$ cat config.mk
export PLATFORM = sky130hd
export DESIGN_NAME = load_store_unit
export DESIGN_NICKNAME = d
export VERILOG_FILES = /design/src/rtl/load_store_unit.sv
export SDC_FILE = /design/constraint.sdc
export NUM_CORES = 1
export LEC_CHECK = 0
export ABC_AREA = 1
export CAP_MARGIN = 30
export CORE_ASPECT_RATIO = 0.5
export CORE_UTILIZATION = 46
export DETAILED_ROUTE_END_ITERATION = 10
export GPL_TIMING_DRIVEN = 0
export PLACE_DENSITY = 0.81
export SLEW_MARGIN = 20
export SYNTH_ARGS = -nofsm -noshare
export SYNTH_HDL_FRONTEND = slang
export SYNTH_SLANG_ARGS = --single-unit
$ cat constraint.sdc
create_clock -name clk -period 6.5 [get_ports clk]
set_input_delay 0.65 -clock clk [delete_from_list [all_inputs] [get_ports clk]]
set_output_delay 0.65 -clock clk [all_outputs]
set_load 0.05 [all_outputs]
$ cat src/rtl/load_store_unit.sv
// MEM-stage load/store unit: decodes size/sign, checks alignment,
// runs one data-memory request per access and extends load data.
// Ports:
//   clk, rst              - clock, async active-high reset
//   in_valid, mem_read,
//   mem_write, funct3,
//   addr, wdata           - instruction in the MEM stage
//   stall                 - hold IF/ID/EX/MEM, inputs stay stable
//   out_valid, rdata,
//   access_err            - result strobe, extended load data, fault
//   dmem_req, dmem_we,
//   dmem_addr, dmem_wdata,
//   dmem_be               - memory request and its fields
//   dmem_ack, dmem_rdata  - completion and raw read word
module load_store_unit #(
  parameter int XLEN = 32
) (
  input  logic            clk,
  input  logic            rst,
  input  logic            in_valid,
  input  logic            mem_read,
  input  logic            mem_write,
  input  logic [2:0]      funct3,
  input  logic [XLEN-1:0] addr,
  input  logic [XLEN-1:0] wdata,
  output logic            stall,
  output logic            out_valid,
  output logic [XLEN-1:0] rdata,
  output logic            access_err,
  output logic            dmem_req,
  output logic            dmem_we,
  output logic [XLEN-1:0] dmem_addr,
  output logic [XLEN-1:0] dmem_wdata,
  output logic [3:0]      dmem_be,
  input  logic            dmem_ack,
  input  logic [XLEN-1:0] dmem_rdata
);

  typedef enum logic [1:0] {
    IDLE,
    BUSY,
    DONE
  } state_t;

  state_t state_q, state_d;

  logic            is_load, is_store, is_mem;
  logic            bad_code, misalign;
  logic            err_c, start;
  logic [3:0]      be_c;
  logic [XLEN-1:0] wdata_c;
  logic [XLEN-1:0] load_ext;
  logic [7:0]      ld_byte;
  logic [15:0]     ld_half;

  logic [XLEN-1:0] addr_q, wdata_q, rdata_q;
  logic [3:0]      be_q;
  logic            we_q;
  logic [2:0]      f3_q;
  logic [1:0]      off_q;

  // Decode; a read+write combination is a load.
  always_comb begin
    is_load  = mem_read;
    is_store = mem_write & ~mem_read;
    is_mem   = is_load | is_store;
    if (is_load)
      bad_code = (funct3 == 3'b011) |
                 (funct3[2:1] == 2'b11);
    else
      bad_code = funct3[2] |
                 (funct3[1:0] == 2'b11);
    misalign = ((funct3[1:0] == 2'b01) & addr[0]) |
               ((funct3[1:0] == 2'b10) & (|addr[1:0]));
    err_c = (state_q == IDLE) & is_mem &
            (bad_code | misalign);
    start = (state_q == IDLE) & ~rst & in_valid &
            is_mem & ~err_c;
  end

  always_comb begin
    be_c    = 4'b0000;
    wdata_c = '0;
    if (is_store) begin
      unique case (1'b1)
        funct3[1:0] == 2'b00: begin
          be_c    = 4'b0001 << addr[1:0];
          wdata_c = {4{wdata[7:0]}};
        end
        funct3[1:0] == 2'b01: begin
          be_c    = addr[1] ? 4'b1100 : 4'b0011;
          wdata_c = {2{wdata[15:0]}};
        end
        default: begin
          be_c    = 4'b1111;
          wdata_c = wdata;
        end
      endcase
    end
  end

  // Lane select and extension of the returned word.
  always_comb begin
    ld_byte = 8'(dmem_rdata >> {off_q, 3'b000});
    ld_half = off_q[1] ? dmem_rdata[31:16]
                       : dmem_rdata[15:0];
    case (f3_q)
      3'b000:  load_ext = {{24{ld_byte[7]}}, ld_byte};
      3'b100:  load_ext = {24'd0, ld_byte};
      3'b001:  load_ext = {{16{ld_half[15]}}, ld_half};
      3'b101:  load_ext = {16'd0, ld_half};
      default: load_ext = dmem_rdata;
    endcase
  end

  always_comb begin
    state_d    = state_q;
    stall      = 1'b0;
    out_valid  = 1'b0;
    rdata      = '0;
    access_err = 1'b0;
    dmem_req   = 1'b0;
    dmem_we    = 1'b0;
    dmem_addr  = '0;
    dmem_wdata = '0;
    dmem_be    = 4'b0000;
    if (!rst) begin
      unique case (state_q)
        IDLE: begin
          access_err = err_c;
          if (start) begin
            state_d    = BUSY;
            stall      = 1'b1;
            dmem_req   = 1'b1;
            dmem_we    = is_store;
            dmem_addr  = {addr[31:2], 2'b00};
            dmem_wdata = wdata_c;
            dmem_be    = be_c;
          end else if (in_valid) begin
            // no memory op, or a faulting one
            out_valid = 1'b1;
          end
        end
        BUSY: begin
          stall      = 1'b1;
          dmem_req   = 1'b1;
          dmem_we    = we_q;
          dmem_addr  = addr_q;
          dmem_wdata = wdata_q;
          dmem_be    = be_q;
          if (dmem_ack) state_d = DONE;
        end
        DONE: begin
          out_valid = 1'b1;
          rdata     = rdata_q;
          state_d   = IDLE;
        end
        default: state_d = IDLE;
      endcase
    end
  end

  always_ff @(posedge clk or posedge rst) begin
    if (rst) begin
      state_q <= IDLE;
      addr_q  <= '0;
      wdata_q <= '0;
      rdata_q <= '0;
      be_q    <= 4'b0000;
      we_q    <= 1'b0;
      f3_q    <= 3'b000;
      off_q   <= 2'b00;
    end else begin
      state_q <= state_d;
      if (start) begin
        addr_q  <= {addr[31:2], 2'b00};
        wdata_q <= wdata_c;
        be_q    <= be_c;
        we_q    <= is_store;
        f3_q    <= funct3;
        off_q   <= addr[1:0];
      end
      if (state_q == BUSY && dmem_ack)
        rdata_q <= we_q ? '0 : load_ext;
    end
  end

endmodule
Word level (Yosys, flattened, before mapping). Index checks and enable logic that the tools add are counted.

Add/sub/neg operators: 0. Multiply operators: 0. Divide/modulo/power cells: 0. Magnitude comparators: 0. Eq/ne operators: 12. Shift operators: 2. Muxes and demuxes: 35. Bitwise gates (word level): 17. Reduce and logical (&&, ||, !) cells: 6.

Operators by type and width (count): $mux W32 (8); $pmux W32 S2 (3); $pmux W32 S4 (1); $shr A32 B5 Y8 (1); $mux W16 (1); $mux W4 (4); $pmux W4 S2 (2); $mux W1 (10); $and A1 B1 Y1 (9); $eq A2 B2 Y1 const B (4); $eq A3 B3 Y1 const B (2); $pmux W1 S2 (3); $or A1 B1 Y1 (5); $eq A2 B1 Y1 const B (2); $logic_not A2 Y1 (2); $mux W2 (2); $ne A2 B2 Y1 const B (2); $pmux W2 S2 (1); $shl A1 B2 Y4 const A (1); $eq A3 B1 Y1 const B (1); $eq A3 B2 Y1 const B (1); $logic_not A3 Y1 (1); $not A1 Y1 (3); $reduce_and A3 Y1 (1); other kinds (2) (2).

Register bits: 106. Bits in latches: 0. RAM bits: 0. Memory bits (read-only): 0. Output and inout bits: 105. Word-level logic and storage cells: 80. Memories: 0.

Longest topological paths before layout.
Word-level depth: 10. Gate-level depth with buffers: 11. Gate-level depth less buffers: 9.

Least setup slack after synthesis. Ideal clock, no wire load.

Kind: input to output. From: in rst. To: out dmem_wdata[22]. Data arrival time: 4.875 ns. Data required time: 5.850 ns. Setup slack: 0.975 ns. Cell stages on the path: 5. Cells stage by stage: buf_2 > inv_2 > clkbuf_1 > nand3_1 > nand2_1.

Word-level cells in the longest chain between the ends: 8.

RTL lines: start, declared (RTL line 19) `input logic rst,`; $not A1 Y1 (no source line); $and A1 B1 Y1 (3 in series) (RTL line 77) `start = (state_q == IDLE) & ~rst & in_valid &`; $and A1 B1 Y1 (RTL line 78) `is_mem & ~err_c;`; $mux W32 (RTL line 131) `if (start) begin`; $pmux W32 S2 (RTL line 128) `unique case (state_q)`; $mux W32 (*) (RTL line 127) `if (!rst) begin`; end, declared (RTL line 33) `output logic [XLEN-1:0] dmem_wdata,`.

Every way passes the cells marked *; elsewhere a longest branch is shown, timed or not.

Worst setup path after layout.
From: in funct3[0]. To: out stall.

Word-level cells in the longest chain between the ends: 10. Elaborated cells between the ends (all ways): 17. Those cells by class: eq/ne (4); mux (4); bitwise (9).

RTL lines: start, declared (RTL line 23) `input logic [2:0] funct3,`; $eq A3 B2 Y1 (tied with other cells) (RTL line 68) `bad_code = (funct3 == 3'b011) |`; $or A1 B1 Y1 (tied with other cells) (RTL line 68); $mux W1 or $or A1 B1 Y1 (tied branches) (RTL line 67, 73); $or A1 B1 Y1 (*) (RTL line 76) `(bad_code | misalign);`; $and A1 B1 Y1 (*) (RTL line 75) `err_c = (state_q == IDLE) & is_mem &`; $not A1 Y1 (*) (RTL line 78); $and A1 B1 Y1 (*) (RTL line 78); $mux W1 (*) (RTL line 131); $pmux W1 S2 (*) (RTL line 128); $mux W1 (*) (RTL line 127); end, declared (RTL line 26) `output logic stall,`.

Marked as above.

==> impl_metrics.toml <==
[global_routing]
grt_overflow = 0
grt_usage_pct = 29.9
grt_first_pass_wirelength_um = 32800
grt_pass1_vias = 6450
grt_max_degree = 57
antenna_found_initial = 0

[timing]
worst_slew_pin_slew_ns = 0.596
hold_violations = 0
final.min_clock_period_ns = 3.99
fin_skew_ns = 0.0122
finalWorstSetupSlack_ns = 2.51
period_share_pct = 61.3
slew_headroom_pct = 60.3
drv_slew = 0
fmax_mhz = 251
setup_violations = 0
rsz0062_at_grt = "false"

[clocking]
clock_latency_ns = 0.36
cts_setup_buffers = 0
clock_tree.root_cell = "clkbuf_16"
cts_resized = 0
cts_tree = "built"
h-tree-depth = 3
cts_made_buffers = 9
clkTransAtPathRegs_ns = 0.07
clock-sinks = 106
hold_buffers = 0
clockBufferDepth = 2

[routing]
ant_nets = 0
drt_first_pass_iters = 8
vias = 6700
avgRoutedWirePerCell_um = 15.9
wirelength_um = 20200
drc_errors = 11
drtIter0Drc = 522
drt-vias-per-instance = 5.26

[critical_path]
crit_fanout = 10
r2r-end = "rdata_q[5]"
arrival_ns = 3.34
r2r_cells = 7
r2r-start = "state_q[1]"
crit_start = "funct3[0]"
critPathKind = "input port to output pin"
r2r_slack_ns = 4.66
critPathRequiredTime_ns = 5.85
worst_setup_path_end_kind = "output pin"
worstSetupStartpointType = "input port"

[placed_design]
dp_slack_ns = 2.58
port_buffers = 205
gp_congestion = 0.934
dp_hpwl_um = 15400

[min_path]
hold_class = "register to register"
min_from = "addr_q[31]"
holdPathEnd = "addr_q[31]"
hold_path_depth = 2

[power_and_ir_drop]
p_seq_share_pct = 36.3
comb_power_share_pct = 45.2
fin_total_pwr_w = 0.00287
switching_power_w = 0.00125
netSwitchingFraction_pct = 43.5
internal_power_w = 0.00162
pwr-share-clk_pct = 18.5
leakagePower_nw = 4.07
power.density_mw_per_mm2 = 327
ir_worst_vdd_v = 0.000170

[die]
ioPinCount = 210
die-area_mm2 = 0.0139
dieHeight_um = 83.9
rows = 29
die_x_um = 166
coreArea_mm2 = 0.0129
start_util_pct = 47.9

[status]
status = "finished, violations left"
violations = "design-rule violations"

[synth]
synth_cells = 880
ys_top_cells_by_area = "dfrtp_1 43%, nand2_1 18%, o21ai_0 8.0%, inv_1 4.7%, o31ai_1 3.9%"
avgSynthCellArea_um2 = 7.02
ys.warnings.count = 0
ys_seq_elements = 106
synth.distinct_cells = 31
netlist_area_mm2 = 0.00617
yosysSeqAreaShare_pct = 43.0
synth_top_area_share_pct = 43.0
synth_top_cell_by_area = "dfrtp_1"

[layout]
area_growth_pct = 42.2
drive_gt1_share_pct = 6.61
fin_nets = 1204
antenna_cells = 0

[run]
drv_cap = 0
==> cell usage in the layout (no fill, tap or decap), types with 4 or more instances in the layout <==
| master | count |
|---|---|
| a21oi_1 | 37 |
| buf_2 | 11 |
| buf_4 | 8 |
| buf_6 | 5 |
| clkbuf_1 | 33 |
| clkbuf_16 | 9 |
| clkdlybuf4s50_1 | 205 |
| dfrtp_1 | 106 |
| inv_1 | 77 |
| nand2_1 | 299 |
| nand2_2 | 11 |
| nand3_1 | 37 |
| nand4_1 | 13 |
| nor2_1 | 62 |
| nor2_4 | 4 |
| nor3_1 | 5 |
| o21ai_0 | 99 |
| o21ai_1 | 11 |
| o31ai_1 | 32 |
| or2_2 | 5 |
==> power by group through the flow <==
stage                     Combinational (W)  Clock [W]  Sequential (W)
after floorplan                    0.000893          0         0.00101
after global placement              0.00125          0         0.00104
after detailed placement            0.00128          0         0.00105
after CTS                           0.00129   0.000539         0.00104
after global routing                0.00142   0.000568         0.00107
final                               0.00130   0.000529         0.00104
==> per-layer routing <==
metal  global-route usage [%]  up-vias  wire [µm]  part of all wire, %
met5                        0        -          0                    0
met4                     10.5        0        561                  2.8
met3                     6.35       44       1310                  6.5
met2                     50.3      248       9470                   47
met1                     38.5     3137       8910                   44
li1                         -     3271          -                    -
==> registers in the layout, indices dropped and copies added (netlist names) <==
| signal | flops |
|---|---|
| be_q | 4 |
| wdata_q | 32 |
| f3_q | 3 |
| off_q | 2 |
| addr_q | 30 |
| rdata_q | 32 |
| state_q | 2 |
| we_q | 1 |
==> area by class of cell <==
| type | count | area, µm² |
|---|---|---|
| plain buffers | 58 | 303 |
| clock buffers | 11 | 243 |
| clock inverters | 5 | 37.5 |
| fillers | 1148 | 4100 |
| inverters | 82 | 310 |
| multi-input cells | 635 | 2920 |
| flip-flops and latches | 106 | 2650 |
| well taps | 170 | 213 |
| repair buffers | 207 | 2110 |
==> worst max path at each step <==
stage / end / slack (ns) / cells past startpoint
floorplan: dmem_wdata[22] / 0.97 / 5
global placement: dmem_wdata[30] / -0.78 / 6
detailed placement: stall / 2.58 / 10
CTS: stall / 2.57 / 10
global route: dmem_wdata[12] / 2.43 / 11
finish: stall / 2.51 / 10
==> logic make-up (layout without fill, tap and decap cells) <==
family	Yosys count	after routing	share of synthesized area (%)
AND/OR/NAND/NOR	440	440	29.4
flip-flops	106	106	43.0
other	1	2	0.0607
AO/OA/AOI/OAI	193	193	17.7
buffers and inverters	140	363	9.87
==> cells in the mapped netlist (all sizes together) <==
master   instances
o21ai          110
clkinv           2
o21a             2
o22ai            2
o211ai           3
a21o             1
nand2          310
a21oi           40
nand4           13
dfrtp          106
nand3           37
nor2            67
buf             25
inv             80
nor3             5
o2111ai          1
or2              5
o221a            2
and2             3
clkbuf          33
o31ai           32
conb             1
==> worst max-delay path, stage by stage <==
cell	delay, ns
clkdlybuf4s50_1	0.55
inv_1	0.17
nand3_1	0.10
nand2_2	0.10
nand3_1	0.18
buf_2	0.25
buf_4	0.19
a21oi_1	0.19
buf_4	0.14
clkdlybuf4s50_1	0.79
==> through the flow <==
| stage | cell area (µm²) | utilization [%] | hold WS, ns | cells | setup TNS, ns |
|---|---|---|---|---|---|
| 2_1_floorplan | 6180 | - | 0.442 | 881 | 0 |
| 3_3_place_gp | 8440 | 65.5 | 0.453 | 1256 | -33.74 |
| 3_5_place_dp | 8500 | 66.0 | 0.462 | 1258 | 0 |
| 4_1_cts | 8780 | 68.2 | 0.477 | 1274 | 0 |
| 5_1_grt | 8780 | 68.2 | 0.494 | 1274 | 0 |
| 6_report | 8780 | 68.2 | 0.477 | 1274 | 0 |
(Power assumes the default switching activity.)
==> patch (config.mk and constraints unchanged) <==
The 3 states of `state_t` get a one-hot encoding in 3 bits.
--- a/src/rtl/load_store_unit.sv
+++ b/src/rtl/load_store_unit.sv
@@ -37,8 +37,8 @@
 );
 
-  typedef enum logic [1:0] {
-    IDLE,
-    BUSY,
-    DONE
+  typedef enum logic [2:0] {
+    IDLE = 3'b001,
+    BUSY = 3'b010,
+    DONE = 3'b100
   } state_t;
 
Check against the original RTL: no difference found for any inputs over 4 cycles, from zero or initial values and one cycle with rst high; so few cycles prove little.
==> patch against the unedited design <==
- the run still ends with DRC left
- critical path depth stayed put
- wire length down 1.5%
- clock power shrank 2%
- final cell count rose by 3.0%
- synthesized area up 0.79%
- sequential cell count grew 1
- fmax decreased by 9.1%
- total power down 9.4%
- first-iteration DRC count increased by 5.4%
- worst setup slack got worse by 0.40 ns
- cell area increased by 0.26%
- critical path type unchanged
- largest cell class unchanged
==> patch: results (changes against the unedited design) <==
metric	value	unit	change
Post-synth top cells	nand2_1 (365), dfrtp_1 (106), a21oi_1 (84), inv_1 (79), nor2_1 (69)		was nand2_1 (299), dfrtp_1 (106), o21ai_0 (99), inv_1 (77), nor2_1 (62)
r2r endpoint	rdata_q[1]$_DFFE_PP0P_		was rdata_q[5]$_DFFE_PP0P_
clk buf depth	2		unchanged
largest family of logic cells by synthesized area	simple AND/OR/NAND/NOR gates		unchanged
share of cells above drive strength 1	5.60	%	was 6.61%
Compound-Gate Fraction of Synth Area	14.8	%	was 17.7%
CP arrival	3.73	ns	was 3.34 ns
Fillers	1124		was 1148
xor and xnor area share after synthesis	0	%	unchanged
Top FF cell, synth	dfrtp_1		unchanged
status	complete, but fails checks		unchanged
largest net degree at the start of global routing	67		was 57
drt drc	13		was 11
first-pass GRT wire length	32100	um	was 32800 um
Pre-Repair DR Iteration Count	8		unchanged
R2R Path Start	state_q[2]$_DFFE_PP0P_		was state_q[1]$_DFFE_PP0P_
sequential fraction of the synthesis area	43.1	%	was 43.0%
Rel. slew slack	56.7	%	was 60.3%
crit path max fanout	66		was 10
skew final	0.0101	ns	was 0.0122 ns
Placer Congestion	0.952		was 0.934
r2r worst-path depth	6		was 7
nets@finish	1243		was 1204
ant diodes	0		unchanged
H-tree depth	3		unchanged
GRT Util Overall	28.8	%	was 29.9%
Reg clk slew, reported paths	0.07	ns	about the same
synth warn	0		unchanged
total CTS buffers	9		unchanged
Cell variety after synth	30		was 31
postcts setup bufs	0		unchanged
drt wl/cell	15.2	um	was 15.9 um
met3 wire length	1360	um	was 1310 um
Max Used Layer	met4		unchanged
Area after DPL	8530	sq um	was 8500 sq um
via count	6806		was 6700
Clock Tree Root	clkbuf_16		unchanged
WL met1	9040	um	was 8910 um
IO Port Bufs	206		was 205
initial antenna violation count	0		unchanged
failing checks	DRC		unchanged
Clock Latency Late Sink	0.35	ns	
wire length on met2	9150	um	was 9470 um
post-CTS sizing	0		unchanged
CP Class	input port to output pin		unchanged
Post-Synth Adder-Cell Area	0	%	unchanged
leak pwr	4.12	nW	was 4.07 nW
vias in the first global route	6413		was 6450
initial DRC count	550		was 522
Yosys top cell area share	42.6	%	was 43.0%
FF-to-FF setup slack	4.31	ns	was 4.66 ns
post-synthesis mux area share	0.161	%	was 0%
CP max stage cell	clkdlybuf4s50_1		unchanged
Hold Crit Class	input port to async pin		was flip-flop to flip-flop
Final Util	68.2	%	about the same
Post-synth ARST share	100	%	unchanged
maximum VDD drop	0.158	mV	was 0.170 mV
DP HPWL	15300	um	was 15400 um
biggest regs	rdata_q (32), wdata_q (32), addr_q (30)		unchanged
top post-synthesis cells by area	dfrtp_1 (43%), nand2_1 (22%), a21oi_1 (6.8%)		was dfrtp_1 (43%), nand2_1 (18%), o21ai_0 (8.0%)
[patch: how the worst max path moves through the flow]
stage,startpoint,endpoint,slack (ns)
final,rst,stall,2.12
after global routing,rst,stall,1.94
after CTS,rst,stall,2.07
after detailed placement,rst,stall,2.09
after global placement,rst,stall,0.87
after floorplan,rst,stall,1.75
[patch: per-stage QoR]
stage               hold slack, ns  instances  setup WS [ns]
global placement             0.457       1296          0.870
CTS                          0.436       1312           2.07
global route                 0.455       1312           1.94
floorplan                    0.442        920           1.75
detailed placement           0.465       1297           2.09
finish                       0.425       1312           2.12
[patch: kinds of logic (layout without fill, tap and decap cells)]
kind of cell / Yosys count / in the layout
AND/OR/NAND/NOR: 495 / 495
AO/OA/AOI/OAI: 173 / 173
buffers and inverters: 142 / 364
flip-flops: 107 / 107
other: 1 / 2
multiplexers: 1 / 1
[patch: layout make-up]
class	instances	area share, %
buffer	57	3.27
clock buffer	11	2.76
clock inverter	4	0.313
inverter	85	3.70
multi-input combinational	671	33.4
sequential	107	30.4
tap	170	2.42
timing repair buffer	207	23.7
[patch: critical path: cells and delay by family]
kind,cells,cell delay [ns]
AO/OA/AOI/OAI,1,0.27
buffers and inverters,6,2.13
AND/OR/NAND/NOR,3,0.66
[patch: power by group]
| part | switching (mW) | internal (mW) | total [mW] |
|---|---|---|---|
| Clock | 0.248 | 0.269 | 0.517 |
| Sequential | 0.135 | 0.932 | 1.07 |
| Combinational | 0.641 | 0.373 | 1.01 |
[patch: per-layer routing]
metal	GRT usage (%)	vias to the layer above
met1	39.2	3199
met3	5.47	33
met4	8.25	0
li1	-	3331
met2	47.2	243
met5	0	-
